File: src/rtl/vec_pkg.sv
// Shared definitions for the vector element sequencer and instruction decoder.
// Contents: sizing constants, ALU opcode encodings, sequencer FSM states.
// Optional feature macro used by dependants: VSEQ_MASK_EN (per-element write mask).
package vec_pkg;

    localparam int unsigned VLEN   = 8;                 // max elements per vector
    localparam int unsigned ELEM_W = 8;                 // element width, matches ALU
    localparam int unsigned IDX_W  = $clog2(VLEN);      // element index width
    localparam int unsigned LEN_W  = $clog2(VLEN + 1);  // holds 0..VLEN

    typedef logic [3:0] opcode_t;

    // Vector-vector
    localparam opcode_t OP_VADD  = 4'b0001;
    localparam opcode_t OP_VSUB  = 4'b0010;
    // Vector-scalar
    localparam opcode_t OP_XOR_S = 4'b0101;
    localparam opcode_t OP_SHL_S = 4'b0110;
    localparam opcode_t OP_SHR_S = 4'b0111;
    localparam opcode_t OP_ROL_S = 4'b1000;
    localparam opcode_t OP_ROR_S = 4'b1001;
    localparam opcode_t OP_ADD_S = 4'b1010;
    localparam opcode_t OP_SUB_S = 4'b1011;
    localparam opcode_t OP_VFS   = 4'b1111;

    typedef enum logic [1:0] {
        StIdle  = 2'd0,
        StRun   = 2'd1,
        StDrain = 2'd2
    } seq_state_e;

endpackage

File: src/rtl/vec_elem_seq_if.sv
// Bundle of the sequencer's instruction, register-file, ALU and writeback signals.
// Modports:
//   slave  - the sequencer (vec_elem_seq)
//   master - the surrounding datapath / instruction issue side
// Optional feature macro: VSEQ_MASK_EN adds the per-element write mask.
interface vec_elem_seq_if;
    import vec_pkg::*;

    // Instruction issue
    logic              start;
    opcode_t           opcode;
    logic [LEN_W-1:0]  vlen;
    logic [ELEM_W-1:0] scalar;
`ifdef VSEQ_MASK_EN
    logic [VLEN-1:0]   mask;
`endif
    logic              busy;
    logic              done;
    logic              illegal;
    // Register-file read
    logic [IDX_W-1:0]  rd_idx;
    logic [ELEM_W-1:0] rd_data_a;
    logic [ELEM_W-1:0] rd_data_b;
    // ALU
    logic [ELEM_W-1:0] alu_a;
    logic [ELEM_W-1:0] alu_b;
    opcode_t           alu_op;
    logic [ELEM_W-1:0] alu_res;
    // Writeback
    logic              wr_en;
    logic [IDX_W-1:0]  wr_idx;
    logic [ELEM_W-1:0] wr_data;

    modport slave (
`ifdef VSEQ_MASK_EN
        input  mask,
`endif
        input  start, opcode, vlen, scalar, rd_data_a, rd_data_b, alu_res,
        output busy, done, illegal, rd_idx, alu_a, alu_b, alu_op, wr_en, wr_idx, wr_data
    );

    modport master (
`ifdef VSEQ_MASK_EN
        output mask,
`endif
        output start, opcode, vlen, scalar, rd_data_a, rd_data_b, alu_res,
        input  busy, done, illegal, rd_idx, alu_a, alu_b, alu_op, wr_en, wr_idx, wr_data
    );

endinterface

File: src/rtl/vop_decode.sv
// Combinational vector opcode classifier, shared with the instruction decoder.
// Ports:
//   opcode_i     - 4-bit ALU opcode
//   legal_o      - opcode is defined
//   use_scalar_o - operand B comes from the scalar rather than the register file
module vop_decode
    import vec_pkg::*;
(
    input  opcode_t opcode_i,
    output logic    legal_o,
    output logic    use_scalar_o
);

    always_comb begin
        legal_o      = 1'b0;
        use_scalar_o = 1'b0;
        unique case (opcode_i)
            OP_VADD, OP_VSUB: begin
                legal_o = 1'b1;
            end
            OP_XOR_S, OP_SHL_S, OP_SHR_S, OP_ROL_S, OP_ROR_S,
            OP_ADD_S, OP_SUB_S, OP_VFS: begin
                legal_o      = 1'b1;
                use_scalar_o = 1'b1;
            end
            default: ;
        endcase
    end

endmodule

File: src/rtl/vec_elem_seq.sv
// Vector element sequencer: accepts one instruction and walks elements 0..vlen-1,
// one per cycle, feeding the element ALU and issuing registered writebacks.
// Ports:
//   clk - system clock, rising edge
//   rst - synchronous reset, active-high
//   bus - vec_elem_seq_if.slave: start/opcode/vlen/scalar in, busy/done/illegal out,
//         rd_idx out / rd_data_a,rd_data_b in, alu_a/alu_b/alu_op out / alu_res in,
//         wr_en/wr_idx/wr_data out
// Optional feature macro: VSEQ_MASK_EN - mask captured on accept; elements whose mask
// bit is 0 are still sequenced but produce no wr_en.
module vec_elem_seq
    import vec_pkg::*;
(
    input logic           clk,
    input logic           rst,
    vec_elem_seq_if.slave bus
);

    seq_state_e        state_q, state_d;
    opcode_t           op_q;
    logic [LEN_W-1:0]  vlen_q;
    logic [ELEM_W-1:0] scalar_q;
    logic              use_scalar_q;
    logic [IDX_W-1:0]  cnt_q;
    logic              wr_en_q;
    logic [IDX_W-1:0]  wr_idx_q;
    logic [ELEM_W-1:0] wr_data_q;
    logic              done_q;
    logic              illegal_q;
`ifdef VSEQ_MASK_EN
    logic [VLEN-1:0]   mask_q;
`endif

    logic             legal;
    logic             use_scalar;
    logic [LEN_W-1:0] vlen_clamp;
    logic             run;
    logic             accept;
    logic             last;

    vop_decode u_decode (
        .opcode_i     (bus.opcode),
        .legal_o      (legal),
        .use_scalar_o (use_scalar)
    );

    assign vlen_clamp = (bus.vlen > LEN_W'(VLEN)) ? LEN_W'(VLEN) : bus.vlen;
    assign run        = (state_q == StRun);
    // DRAIN only flushes the registered last write, so a new instruction may be taken there.
    assign accept     = bus.start && !run;
    assign last       = run && (LEN_W'(cnt_q) == vlen_q - LEN_W'(1));

    always_comb begin
        state_d = state_q;
        unique case (state_q)
            StIdle, StDrain: begin
                state_d = StIdle;
                if (accept && legal && (vlen_clamp != '0)) begin
                    state_d = StRun;
                end
            end
            StRun: begin
                if (last) begin
                    state_d = StDrain;
                end
            end
            default: state_d = StIdle;
        endcase
    end

    always_ff @(posedge clk) begin
        if (rst) begin
            state_q      <= StIdle;
            op_q         <= '0;
            vlen_q       <= '0;
            scalar_q     <= '0;
            use_scalar_q <= 1'b0;
            cnt_q        <= '0;
            wr_en_q      <= 1'b0;
            wr_idx_q     <= '0;
            wr_data_q    <= '0;
            done_q       <= 1'b0;
            illegal_q    <= 1'b0;
`ifdef VSEQ_MASK_EN
            mask_q       <= '0;
`endif
        end else begin
            state_q   <= state_d;
            wr_en_q   <= 1'b0;
            done_q    <= 1'b0;
            illegal_q <= 1'b0;

            if (accept) begin
                if (!legal) begin
                    illegal_q <= 1'b1;
                    done_q    <= 1'b1;
                end else if (vlen_clamp == '0) begin
                    done_q <= 1'b1;
                end else begin
                    op_q         <= bus.opcode;
                    vlen_q       <= vlen_clamp;
                    scalar_q     <= bus.scalar;
                    use_scalar_q <= use_scalar;
                    cnt_q        <= '0;
`ifdef VSEQ_MASK_EN
                    mask_q       <= bus.mask;
`endif
                end
            end

            if (run) begin
`ifdef VSEQ_MASK_EN
                wr_en_q <= mask_q[cnt_q];
`else
                wr_en_q <= 1'b1;
`endif
                wr_idx_q  <= cnt_q;
                wr_data_q <= bus.alu_res;
                // Hold cnt on the last element so it never wraps at vlen=VLEN.
                if (last) begin
                    done_q <= 1'b1;
                end else begin
                    cnt_q <= cnt_q + 1'b1;
                end
            end
        end
    end

    // Outside RUN the ALU inputs are parked at zero.
    assign bus.rd_idx  = run ? cnt_q : '0;
    assign bus.alu_a   = run ? bus.rd_data_a : '0;
    assign bus.alu_b   = !run ? '0 : (use_scalar_q ? scalar_q : bus.rd_data_b);
    assign bus.alu_op  = run ? op_q : '0;

    assign bus.busy    = run;
    assign bus.done    = done_q;
    assign bus.illegal = illegal_q;
    assign bus.wr_en   = wr_en_q;
    assign bus.wr_idx  = wr_idx_q;
    assign bus.wr_data = wr_data_q;

endmodule

File: src/flat_wrapper.sv
// flat-port wrapper written by rule: the top's interface ports become plain ports
module vec_elem_seq_flat import vec_pkg::*;
  (clk, rst, bus_start, bus_opcode, bus_vlen, bus_scalar, bus_rd_data_a, bus_rd_data_b, bus_alu_res, bus_busy, bus_done, bus_illegal, bus_rd_idx, bus_alu_a, bus_alu_b, bus_alu_op, bus_wr_en, bus_wr_idx, bus_wr_data);
  vec_elem_seq_if bus_i ();
  input logic clk;
  input logic rst;
  input wire logic [$bits(bus_i.start)-1:0] bus_start;
  input wire logic [$bits(bus_i.opcode)-1:0] bus_opcode;
  input wire logic [$bits(bus_i.vlen)-1:0] bus_vlen;
  input wire logic [$bits(bus_i.scalar)-1:0] bus_scalar;
  input wire logic [$bits(bus_i.rd_data_a)-1:0] bus_rd_data_a;
  input wire logic [$bits(bus_i.rd_data_b)-1:0] bus_rd_data_b;
  input wire logic [$bits(bus_i.alu_res)-1:0] bus_alu_res;
  output wire logic [$bits(bus_i.busy)-1:0] bus_busy;
  output wire logic [$bits(bus_i.done)-1:0] bus_done;
  output wire logic [$bits(bus_i.illegal)-1:0] bus_illegal;
  output wire logic [$bits(bus_i.rd_idx)-1:0] bus_rd_idx;
  output wire logic [$bits(bus_i.alu_a)-1:0] bus_alu_a;
  output wire logic [$bits(bus_i.alu_b)-1:0] bus_alu_b;
  output wire logic [$bits(bus_i.alu_op)-1:0] bus_alu_op;
  output wire logic [$bits(bus_i.wr_en)-1:0] bus_wr_en;
  output wire logic [$bits(bus_i.wr_idx)-1:0] bus_wr_idx;
  output wire logic [$bits(bus_i.wr_data)-1:0] bus_wr_data;
  assign bus_i.start = bus_start;
  assign bus_i.opcode = bus_opcode;
  assign bus_i.vlen = bus_vlen;
  assign bus_i.scalar = bus_scalar;
  assign bus_i.rd_data_a = bus_rd_data_a;
  assign bus_i.rd_data_b = bus_rd_data_b;
  assign bus_i.alu_res = bus_alu_res;
  assign bus_busy = bus_i.busy;
  assign bus_done = bus_i.done;
  assign bus_illegal = bus_i.illegal;
  assign bus_rd_idx = bus_i.rd_idx;
  assign bus_alu_a = bus_i.alu_a;
  assign bus_alu_b = bus_i.alu_b;
  assign bus_alu_op = bus_i.alu_op;
  assign bus_wr_en = bus_i.wr_en;
  assign bus_wr_idx = bus_i.wr_idx;
  assign bus_wr_data = bus_i.wr_data;
  vec_elem_seq u_core (.clk(clk), .rst(rst), .bus(bus_i));
endmodule
File: config.mk
export PLATFORM = sky130hd
export DESIGN_NAME = vec_elem_seq_flat
export DESIGN_NICKNAME = d
export VERILOG_FILES = /design/src/rtl/vec_pkg.sv /design/src/rtl/vec_elem_seq_if.sv /design/src/rtl/vop_decode.sv /design/src/rtl/vec_elem_seq.sv /design/src/flat_wrapper.sv
export SDC_FILE = /design/constraint.sdc
export NUM_CORES = 1
export LEC_CHECK = 0
export ABC_AREA = 1
export CAP_MARGIN = 20
export CORE_MARGIN = 2
export CORE_UTILIZATION = 35
export DETAILED_ROUTE_END_ITERATION = 10
export PLACE_DENSITY = 0.81
export SLEW_MARGIN = 20
export SYNTH_ARGS = -nofsm -noshare
export SYNTH_HDL_FRONTEND = slang
export SYNTH_HIERARCHICAL = 1
export SYNTH_SLANG_ARGS = --single-unit
File: constraint.sdc
create_clock -name clk -period 2 [get_ports clk]
set_input_delay 0.4 -clock clk [delete_from_list [all_inputs] [get_ports clk]]
set_output_delay 0.4 -clock clk [all_outputs]
set_load 0.01 [all_outputs]
# Word-level counts from Yosys, hierarchy flattened
# Cells that the tools add are included.
# totals
register_bits	36
input_bits	43
elab_cells	66
# classes
add_sub_neg	2
n_lt_le_gt_ge	1
eq_ne	14
n_mux	23
bitwise	2
reduce_logical	13
# ops
cell	n
8-bit 2-to-1 mux	3
4-bit equality test, second input constant	5
3-bit 2-to-1 mux	6
4-bit by 3-bit equality test with 1-bit output, second input constant	3
1-bit 2-to-1 mux	10
10-bit OR reduction	1
4-bit 2-to-1 mux	2
8-bit OR reduction	1
3-bit by 4-bit equality test with 1-bit output	1
4-bit by 1-bit equality test with 1-bit output, second input constant	1
4-bit by 2-bit equality test with 1-bit output, second input constant	1
4-bit > comparator, second input constant	1
1-bit logical AND	4
4-bit zero test	1
2-bit case mux with 2 select lines	1
4-bit nonzero test	1
2-bit OR reduction	2
4-bit by 1-bit subtractor with 4-bit output, second input constant	1
3-bit by 1-bit adder with 3-bit output, second input constant	1
3-bit AND reduction	1
2-bit by 1-bit equality test with 1-bit output, second input constant	1
2-bit equality test, second input constant	1
2-bit zero test	1
2-bit 2-to-1 mux	1
3 further kinds	4

# Depth between registers and ports, before layout
# logic_depth
word_depth	8
depth_mapped	10

# Cells and area by module
# Netlist, hierarchy kept.
# modules_own_cells
mod	n_inst	cells_each	area_each_um2	seq_area_each_um2
vec_elem_seq	1	243	1690.4	720.7
vop_decode	1	10	41.3	0.0

# Least setup slack after synthesis
# OpenSTA, ideal clock, no wires.
# synth_timing
path_type	register to output
from	reg u_core.state_q[0]
to	out bus_alu_b[0]
t_arrival_ps	1057
required_time_ps	1600
setup_slack_ps	543
stages_incl_launch_ff	6
path_cell_list	dfxtp_1 -> inv_2 -> nor2_4 -> inv_2 -> clkbuf_1 -> a21oi_1
# synth_via
elab_chain_len	2
# synth_lines
item	line	text
start, declared	vec_elem_seq.sv:19	seq_state_e state_q, state_d;
start signal, assigned	vec_elem_seq.sv:73	state_q <= StIdle;
start signal, assigned	vec_elem_seq.sv:88	state_q <= state_d;
2-bit by 1-bit equality test with 1-bit output	vec_elem_seq.sv:48	assign run = (state_q == StRun);
8-bit 2-to-1 mux	vec_elem_seq.sv:132	assign bus.alu_b = !run ? '0 : (use_scalar_q ? scalar_q : bus.rd_data_b);
end, declared	flat_wrapper.sv:19	output wire logic [$bits(bus_i.alu_b)-1:0] bus_alu_b;
# Every way passes these cells.

# Worst setup path after layout
# layout_timing
from	reg u_core.state_q[0]
to	out bus_busy
# layout_via
elab_chain_len	1
# layout_lines
item	line	text
2-bit by 1-bit equality test with 1-bit output	vec_elem_seq.sv:48	
end, declared	flat_wrapper.sv:14	output wire logic [$bits(bus_i.busy)-1:0] bus_busy;
# Every way passes these cells.

==> reports/qor.yml <==
global_routing:
  grt_use_total: 0.168
  grt_max_degree: 28
  antenna_found_initial: 0
  grt_pass1_vias: 1695
  overflow: 0
  grt_pass1_wl_um: 7280
cells_and_area:
  final-seq-area_um2: 721
  fin_nets: 382
  n_fill_cell: 481
  drive_gt1_frac: 0.0861
  syn_to_final_growth_pct: 55.7
  num_antenna_cells: 0
  multi_input_area_um2: 816
  fin_area_mm2: 0.00270
placed_design:
  dp_hpwl_um: 3220
  place_area_mm2: 0.00262
  gp_congestion: 0.774
  io_buffers: 80
die:
  die_h_um: 74.3
  io-pin-count: 81
  die_area_mm2: 0.00553
  rows: 25
  die_w_um: 74.3
  core-area_mm2: 0.00475
  start_util: 0.364
worst_hold_path:
  min_path_type: "flop to flop"
  hold_depth: 2
sta:
  holdWs_ns: 0.450
  clock.fmax_mhz: 526
  slew_viol_final: 0
  min_period_over_period: 0.951
  finalHoldViolations: 0
  maxSlewHeadroom: 0.713
  period_needed_ns: 1.90
  tns_ns: 0
  finalSetupViolCount: 0
  worstMarginPinSlew_ns: 0.429
  rsz0062_at_grt: "false"
  skew_ns: 0.00419
power_and_ir_drop:
  power_mw: 1.82
  p_switching_uw: 508
  leakagePower_nw: 1.24
  pwr-share-clk: 0.306
  switching_share: 0.278
  power.internal_mw: 1.32
  ir_worst_vdd_v: 0.000464
  p_per_area_mw_per_mm2: 676
  p_seq_frac: 0.442
  comb_power_share: 0.251
clock_tree:
  cts_tree: "yes"
  cts-root-buf: "clkbuf_8"
  ctsHoldBuffers: 0
  cts_buffers: 5
  cts.sinks: 36
  htree_levels: 2
  cts_max_path_buffers: 2
  clock_latency_ns: 0.28
  path_clk_slew_ns: 0.07
status:
  status: "complete, no violations"
synth:
  synthFlopType: "dfxtp_1"
  synth_top_family_by_area: "simple AND/OR/NAND/NOR gates"
  synthTopCellsByCount: "nor2_1 (62), nand2_1 (43), dfxtp_1 (36)"
  syn_area_mm2: 0.00173
  synth_seq_area_share: 0.416
  synth.mux.area_fraction: 0
  syn_area_per_cell_um2: 6.84
  synth-edff-count: 0
  synth_cells: 253
  synthesis.nets: 298
  yosysWarnings: 6
  yosys.area_share.simple: 0.296
  synthTopCellsByArea: "dfxtp_1 (42%), nor2_1 (13%), nand2_1 (9.3%)"
  synth_top_cell_area_share: 0.416
  synthArstFlopShare: 0
  synth_cell_types: 26
  synth-xor-area-share: 0.0101
  synth-adder-area-share: 0.0145
  synth.most_common_cell: "nor2_1"
  ys_ff_latch: 36
  yosysTopAreaCell: "dfxtp_1"
  synth_compound_area_frac: 0.151
route:
  num_vias: 1797
  drt_iter0_drc: 117
  routed_via_density: 4.45
  first_pass_iters: 4
  wl_per_cell_um: 10.8
  post-route-drc-count: 0
  wl_um: 4340
  ant_nets: 0
setup_path:
  critical_path_peak_fanout: 18
  r2r-end: "u_core/cnt_q[2]$_SDFF_PP0_"
  critical_path_class: "flop to output port"
  startpoint_type: "flop"
  slowest_stage: "clkdlybuf4s50_1"
  crit_chain: "inv_2 -> nor2_4 -> buf_6 -> clkdlybuf4s50_1"
  slowest_delay_ns: 0.55
  cp.depth: 4
  path_buf_inv: 3
  arrival_ns: 1.50
  crit_family: "buffers and inverters"
  r2r-start: "u_core/vlen_q[0]$_SDFFE_PP0P_"
  endpoint: "bus_busy"
  reg2reg_slack_ns: 0.45
  r2r_cells: 7
  crit_start: "u_core/state_q[0]$_SDFFE_PP0P_"
  required_ns: 1.60
  critPathCaptureType: "output port"
run:
  maxCapViolations: 0
-- kinds of logic (layout without fill, tap and decap cells) --
group / count (synthesis) / in the layout
AO/OA/AOI/OAI: 49 / 49
XOR/XNOR: 2 / 2
adder cells (fa/ha/maj): 2 / 2
buffers and inverters: 43 / 127
flip-flops: 36 / 36
AND/OR/NAND/NOR: 121 / 121
-- cells in the final DEF, fill, tap and decap left out --
cell             synthesis  layout
nor2_1                  62      62
clkdlybuf4s50_1          0      57
nand2_1                 43      43
dfxtp_1                 36      36
inv_1                   27      27
dlygate4sd2_1            0      22
a21oi_1                 21      21
o21ai_0                 20      20
clkbuf_8                 0       7
nand3_1                  7       7
buf_4                    0       6
a21oi_2                  4       4
o21ai_1                  3       3
inv_2                    2       2
nor2_4                   2       2
xnor2_1                  2       2
nor3_1                   2       2
ha_1                     2       2
dlymetal6s2s_1           0       1
buf_6                    3       1
clkinv_1                 1       1
nand3b_1                 1       1
nand3_2                  1       1
nand2_2                  1       1
inv_4                    1       1
nor2_8                   1       1
inv_6                    1       1
a31oi_1                  1       1
buf_12                   0       1
nor2_2                   1       1
-- sequential cells by signal, summed over array words and instances, names as in the netlist --
signal / count
u_core/bus.done: 1
u_core/bus.illegal: 1
u_core/bus.wr_data: 8
u_core/bus.wr_en: 1
u_core/bus.wr_idx: 3
u_core/cnt_q: 3
u_core/op_q: 4
u_core/scalar_q: 8
u_core/state_q: 2
u_core/use_scalar_q: 1
u_core/vlen_q: 4
-- worst reg2reg max path: cells and delay by family, from the launching register on --
| family | cells | cell delay, ns |
|---|---|---|
| AND/OR/NAND/NOR | 3 | 0.37 |
| buffers and inverters | 1 | 0.10 |
| adder cells (fa/ha/maj) | 1 | 0.32 |
| XOR/XNOR | 1 | 0.13 |
| AO/OA/AOI/OAI | 1 | 0.18 |
| flip-flops | 1 | 0.37 |
-- routing by layer --
| layer | part of all wire | vias up | GRT usage | wire [µm] |
|---|---|---|---|---|
| li1 | - | 954 | - | - |
| met1 | 0.45 | 785 | 0.208 | 1970 |
| met2 | 0.46 | 53 | 0.279 | 2020 |
| met3 | 0.071 | 5 | 0.0542 | 307 |
| met4 | 0.012 | 0 | 0.0516 | 54 |
| met5 | 0 | - | 0 | 0 |
-- through the flow --
step,util,instances,setup WS [ns]
4_1_cts,0.566,404,0.0000460
6_report,0.567,404,0.0981
2_1_floorplan,-,253,0.543
3_3_place_gp,0.551,397,0.0252
5_1_grt,0.567,404,0.00755
3_5_place_dp,0.551,397,-0.00235
-- how the worst min path moves through the flow --
stage | startpoint | end | slack [ns]
after floorplan | u_core/op_q[0]$_SDFFE_PP0P_ | u_core/op_q[0]$_SDFFE_PP0P_ | 0.43
after global placement | u_core/op_q[2]$_SDFFE_PP0P_ | u_core/op_q[2]$_SDFFE_PP0P_ | 0.44
after detailed placement | u_core/op_q[1]$_SDFFE_PP0P_ | u_core/op_q[1]$_SDFFE_PP0P_ | 0.44
after CTS | u_core/op_q[1]$_SDFFE_PP0P_ | u_core/op_q[1]$_SDFFE_PP0P_ | 0.45
after global routing | u_core/op_q[1]$_SDFFE_PP0P_ | u_core/op_q[1]$_SDFFE_PP0P_ | 0.48
final | u_core/op_q[1]$_SDFFE_PP0P_ | u_core/op_q[1]$_SDFFE_PP0P_ | 0.45
-- timing repair --
action	CTS	global route
setup buffers	0	0
hold endpoints to repair	0	0
endpoints found under the setup margin	22	2
resized for setup	22	2
-- cell type report --
class / count / share of cell area
tap: 67 / 0.0311
sequential: 36 / 0.267
inverter: 32 / 0.0473
clock buffer: 7 / 0.0357
timing repair buffer: 88 / 0.316
multi-input combinational: 174 / 0.303
-- power groups by stage --
stage / Sequential (mW) / Combinational (mW) / Clock, mW
floorplan: 0.826 / 0.237 / 0
global placement: 0.821 / 0.465 / 0
detailed placement: 0.823 / 0.476 / 0
CTS: 0.807 / 0.462 / 0.570
global route: 0.815 / 0.512 / 0.604
finish: 0.807 / 0.458 / 0.559
(Power assumes the default switching activity.)
